[config.mk]
export PLATFORM = sky130hd
export DESIGN_NAME = wts_mem_arbiter
export DESIGN_NICKNAME = d
export VERILOG_FILES = /design/src/rtl/wts_mem_arb_pkg.sv /design/src/rtl/wts_mem_access_timer.sv /design/src/rtl/wts_mem_arbiter.sv
export SDC_FILE = /design/constraint.sdc
export NUM_CORES = 1
export LEC_CHECK = 0
export CAP_MARGIN = 15
export CORE_MARGIN = 3
export CORE_UTILIZATION = 30
export DETAILED_ROUTE_END_ITERATION = 12
export PLACE_DENSITY_LB_ADDON = 0.05
export SYNTH_ARGS = -nofsm -noshare
export SYNTH_HDL_FRONTEND = slang
export SYNTH_HIERARCHICAL = 1
export SYNTH_SLANG_ARGS = --single-unit
[constraint.sdc]
create_clock -name clk -period 2.76 [get_ports clk]
set_clock_uncertainty 0.15 [all_clocks]
set_input_delay 0.276 -clock clk [delete_from_list [all_inputs] [get_ports clk]]
set_output_delay 0.276 -clock clk [all_outputs]
set_load 0.05 [all_outputs]
[src/rtl/wts_mem_arb_pkg.sv]
// Shared types and default timing for the wave-table cartridge memory arbiter.
package wts_mem_arb_pkg;

    localparam int ADDR_W_DEF         = 21;
    localparam int ACCESS_CYCLES_DEF  = 3;
    localparam int RECOVER_CYCLES_DEF = 1;

    typedef enum logic [2:0] {
        ST_IDLE,
        ST_CPU_ACC,
        ST_CPU_HOLD,
        ST_WAVE_ACC,
        ST_RECOVER
    } arb_state_t;

    function automatic int max_u(input int a, input int b);
        return (a > b) ? a : b;
    endfunction

endpackage

[src/rtl/wts_mem_access_timer.sv]
// Loadable down-counter; o_done is high while the count sits at zero.
module wts_mem_access_timer #(
    parameter int W = 2
) (
    input  logic         clk,
    input  logic         rst_n,
    input  logic         i_load,
    input  logic [W-1:0] i_value,
    output logic         o_done
);

    logic [W-1:0] r_count;

    always_ff @(posedge clk or negedge rst_n) begin
        if (!rst_n) begin
            r_count <= '0;
        end else if (i_load) begin
            r_count <= i_value;
        end else if (r_count != '0) begin
            r_count <= r_count - W'(1);
        end
    end

    assign o_done = (r_count == '0);

endmodule

[src/rtl/wts_mem_arbiter.sv]
// Arbitrates the external cartridge memory between CPU reads (priority) and wave fetches.
module wts_mem_arbiter
    import wts_mem_arb_pkg::*;
#(
    parameter int ADDR_W         = ADDR_W_DEF,
    parameter int ACCESS_CYCLES  = ACCESS_CYCLES_DEF,
    parameter int RECOVER_CYCLES = RECOVER_CYCLES_DEF
) (
    input  logic              clk,
    input  logic              slot_nreset,
    input  logic              cpu_req,
    input  logic [ADDR_W-1:0] cpu_address,
    output logic [7:0]        cpu_rdata,
    output logic              cpu_valid,
    input  logic              wave_req,
    input  logic [ADDR_W-1:0] wave_address,
    output logic              wave_ack,
    output logic [7:0]        wave_rdata,
    output logic              wave_valid,
    output logic              mem_ncs,
    output logic [ADDR_W-1:0] mem_a,
    input  logic [7:0]        mem_d
);

    localparam int TMR_W = $clog2(max_u(ACCESS_CYCLES, RECOVER_CYCLES) + 1);

    arb_state_t       r_state;
    arb_state_t       w_next;
    logic             w_tmr_load;
    logic [TMR_W-1:0] w_tmr_value;
    logic             w_tmr_done;

    always_comb begin
        w_next = r_state;
        unique case (r_state)
            ST_IDLE: begin
                if (cpu_req)       w_next = ST_CPU_ACC;
                else if (wave_req) w_next = ST_WAVE_ACC;
            end
            ST_CPU_ACC: begin
                if (!cpu_req)        w_next = ST_RECOVER;
                else if (w_tmr_done) w_next = ST_CPU_HOLD;
            end
            ST_CPU_HOLD: begin
                if (!cpu_req) w_next = ST_RECOVER;
            end
            ST_WAVE_ACC: begin
                if (w_tmr_done) w_next = ST_RECOVER;
            end
            ST_RECOVER: begin
                if (w_tmr_done) w_next = ST_IDLE;
            end
            default: w_next = ST_IDLE;
        endcase
    end

    // Timer reloads on every state change; the load value is one less than the phase
    // length because done is judged from the registered count on the following edges.
    always_comb begin
        w_tmr_load  = (w_next != r_state);
        w_tmr_value = '0;
        if (w_next == ST_CPU_ACC || w_next == ST_WAVE_ACC)
            w_tmr_value = TMR_W'(ACCESS_CYCLES - 1);
        else if (w_next == ST_RECOVER)
            w_tmr_value = TMR_W'(RECOVER_CYCLES - 1);
    end

    wts_mem_access_timer #(
        .W (TMR_W)
    ) u_timer (
        .clk     (clk),
        .rst_n   (slot_nreset),
        .i_load  (w_tmr_load),
        .i_value (w_tmr_value),
        .o_done  (w_tmr_done)
    );

    always_ff @(posedge clk or negedge slot_nreset) begin
        if (!slot_nreset) begin
            r_state    <= ST_IDLE;
            mem_ncs    <= 1'b1;
            mem_a      <= '0;
            cpu_rdata  <= '0;
            cpu_valid  <= 1'b0;
            wave_ack   <= 1'b0;
            wave_rdata <= '0;
            wave_valid <= 1'b0;
        end else begin
            r_state    <= w_next;
            cpu_valid  <= 1'b0;
            wave_ack   <= 1'b0;
            wave_valid <= 1'b0;
            unique case (r_state)
                ST_IDLE: begin
                    if (cpu_req) begin
                        mem_a   <= cpu_address;
                        mem_ncs <= 1'b0;
                    end else if (wave_req) begin
                        mem_a    <= wave_address;
                        mem_ncs  <= 1'b0;
                        wave_ack <= 1'b1;
                    end
                end
                ST_CPU_ACC: begin
                    if (!cpu_req) begin
                        mem_ncs <= 1'b1;
                    end else if (w_tmr_done) begin
                        cpu_rdata <= mem_d;
                        cpu_valid <= 1'b1;
                    end
                end
                ST_CPU_HOLD: begin
                    if (!cpu_req) mem_ncs <= 1'b1;
                end
                ST_WAVE_ACC: begin
                    if (w_tmr_done) begin
                        wave_rdata <= mem_d;
                        wave_valid <= 1'b1;
                        mem_ncs    <= 1'b1;
                    end
                end
                ST_RECOVER: begin
                    mem_ncs <= 1'b1;
                end
                default: mem_ncs <= 1'b1;
            endcase
        end
    end

endmodule

==> flow_metrics.tcl <==
set metrics [dict create \
    outcome "finished, final reports clean" \
    syn_area_um2 2130 \
    num-nets-final 308 \
    final_antenna_net_count 0 \
    io_buffers 94 \
    synth_seq_area_share 0.541 \
    synth_edf_count 0 \
    worst_pin_slew_ns 0.590 \
    slew_violations 0 \
    synthFlopType "dfrtp_1" \
    die_area_um2 8150 \
    synthCells 154 \
    io_pins 95 \
    clkTransAtPathRegs_ns 0.09 \
    min_path_type "reg -> reg" \
    endpoint_kind "flip-flop" \
    dp.final_hpwl_um 3580 \
    overflow 0 \
    powerDensity_nw_per_um2 1260 \
    r2r-start "u_timer/r_count[0]" \
    ys_top_cells_by_area "dfrtp_1 (53%), mux2_2 (31%), buf_2 (1.6%)" \
    dr.pass1.iters 3 \
    netlist_top_cells_count "mux2_2 (58), dfrtp_1 (45), buf_2 (7)" \
    crit_arrival_ns 2.28 \
    yosys.area.top_type "dfrtp_1" \
    cts_root_buffer "clkbuf_8" \
    place_congestion 0.715 \
    synth_warnings 6 \
    fillers 640 \
    synth.top_cell.area_share 0.529 \
    worst-setup-path-type "reg -> reg" \
    synth_seq_cells 46 \
    worstPathRequired_ns 2.80 \
    power_switching_mw 1.92 \
    seq_power_share 0.293 \
    cts.sinks 46 \
    rows 30 \
    hold_viol 0 \
    setup_violations 0 \
    ir_worst_vdd_mv 0.561 \
    fin_tns_setup_ns 0 \
    startpoint "u_timer/r_count[0]" \
    worstSkewPairLatency_ns 0.29 \
    min_from "wave_rdata[4]" \
    wire_per_inst_um 14.2 \
    combPwrFrac 0.588 \
    post_cts_resized 0 \
    dp_cells 341 \
    detail_route.iter0.violations 39 \
    maxCapViolations 0 \
    min_period_ns 2.24 \
    swShare 0.460 \
    grt_max_degree 47 \
    chipWidth_um 90.3 \
    clk_path_buf_depth 2 \
    multiInputGateArea_um2 932 \
    drive_above_1_share 0.303 \
    stdcell_count 350 \
    initial_core_util 0.312 \
    die_y_um 90.3 \
    p_total_mw 4.18 \
    period_share 0.811 \
    layout_setup_ws_ns 0.520 \
    num_antenna_cells 0 \
    coreArea_um2 6830 \
    clkPwrFrac 0.119 \
    pre_cts_slack_ns 0.527 \
    seq_area_um2 1150 \
    vias 1563 \
    vias_per_cell 4.47 \
    yosysMostFrequentCell "mux2_2" \
    slew_headroom 0.605 \
    area_delta_synth_final_pct 55.5 \
    post_cts_buffers 0 \
    cts_made_buffers 5 \
    ys_types 30 \
    leakage_nw 1.34 \
    synth_nets 209 \
    grt_pass1_vias 1639 \
    htreeDepth 2 \
    drc 0 \
    cp-start-kind "flip-flop" \
    drt_wl_total_um 4970 \
    max_freq_mhz 446 \
    grt.total_usage 0.125 \
    grt_pass1_wl_um 8180 \
    syn_avg_cell_area_um2 13.8 \
    hold_buffers 1 \
    rsz0062_at_grt "no" \
    cts_tree "built" \
    synthArstFlopShare 1.00 \
    path_max_fanout 10 \
    antenna_found_initial 0 \
    internal_power_mw 2.26 \
]
[state kept, by name (all words and copies together) (netlist names)]
register,cells
mem_ncs,1
cpu_valid,1
wave_valid,1
cpu_rdata,8
r_state,3
mem_a,21
wave_ack,1
u_timer/r_count,2
wave_rdata,8
[layout by cell type (no fill, tap or decap), types with 2 or more instances in the layout]
cell type,Yosys,layout
a21oi_1,4,4
clkinv_2,0,2
buf_4,0,5
inv_1,4,4
clkbuf_8,0,5
dfrtp_1,45,45
o21ai_0,2,2
clkdlybuf4s50_1,0,93
nand4b_1,2,2
o211ai_1,2,2
nor2_1,4,4
nand2b_1,3,3
mux2_2,58,58
a31oi_1,2,2
nand2_1,3,3
[cell families (layout without fill, tap and decap cells)]
family	after synthesis	count (layout)	share of synthesized area
multiplexers	58	58	0.307
flip-flops	46	46	0.541
AND/OR/NAND/NOR	22	22	0.0758
AO/OA/AOI/OAI	13	13	0.0394
buffers and inverters	12	112	0.0253
adder cells (fa/ha/maj)	1	1	0.00587
other	1	1	0.00176
XOR/XNOR	1	1	0.00411
[per-layer routing]
layer	global-route usage	vias up	routed length, um
met3	0.0533	5	356
met5	0	-	0
li1	-	749	-
met2	0.202	43	2490
met1	0.155	766	2070
met4	0.0306	0	51
[power by group through the flow]
stage	Sequential [mW]	Clock (mW)	Combinational [mW]
3_3_place_gp	1.23	0	2.48
6_report	1.23	0.498	2.46
5_1_grt	1.28	0.553	2.58
2_1_floorplan	2.21	0	0.671
3_5_place_dp	1.23	0	2.49
4_1_cts	1.23	0.521	2.49
[worst paths after layout]
| kind | end | slack, ns | depth (start not counted) |
|---|---|---|---|
| max | u_timer/r_count[1] | 0.52 | 6 |
| min | wave_rdata[4] | 0.36 | 1 |
| max reg2reg | u_timer/r_count[1] | 0.52 | 6 |
| min reg2reg | wave_rdata[4] | 0.36 | 1 |
| max in group asynchronous | r_state[1] | 1.61 | 3 |
| min in group asynchronous | wave_rdata[1] | 0.44 | 3 |
[critical path, stage by stage, from the launching register on]
cell and delay [ns]:
dfrtp_1 0.37, inv_1 0.05, ha_1 0.30, or4b_2 0.68, o211ai_1 0.10, o21ba_2 0.20, o31a_1 0.29
[through the flow]
| step | utilization | hold slack, ns | cell area, um2 |
|---|---|---|---|
| CTS | 0.485 | 0.364 | 3310 |
| global placement | 0.467 | 0.269 | 3190 |
| floorplan | - | -0.170 | 2130 |
| detailed placement | 0.467 | 0.268 | 3190 |
| global route | 0.485 | 0.383 | 3310 |
| finish | 0.485 | 0.359 | 3310 |
[area by class of cell]
class / instances / area share
inverters: 4 / 0.00453
multi-input cells: 96 / 0.281
repair buffers: 100 / 0.297
clock inverters: 3 / 0.0121
flip-flops and latches: 46 / 0.348
clock buffers: 5 / 0.0208
well taps: 96 / 0.0363
(Power assumes the default switching activity.)
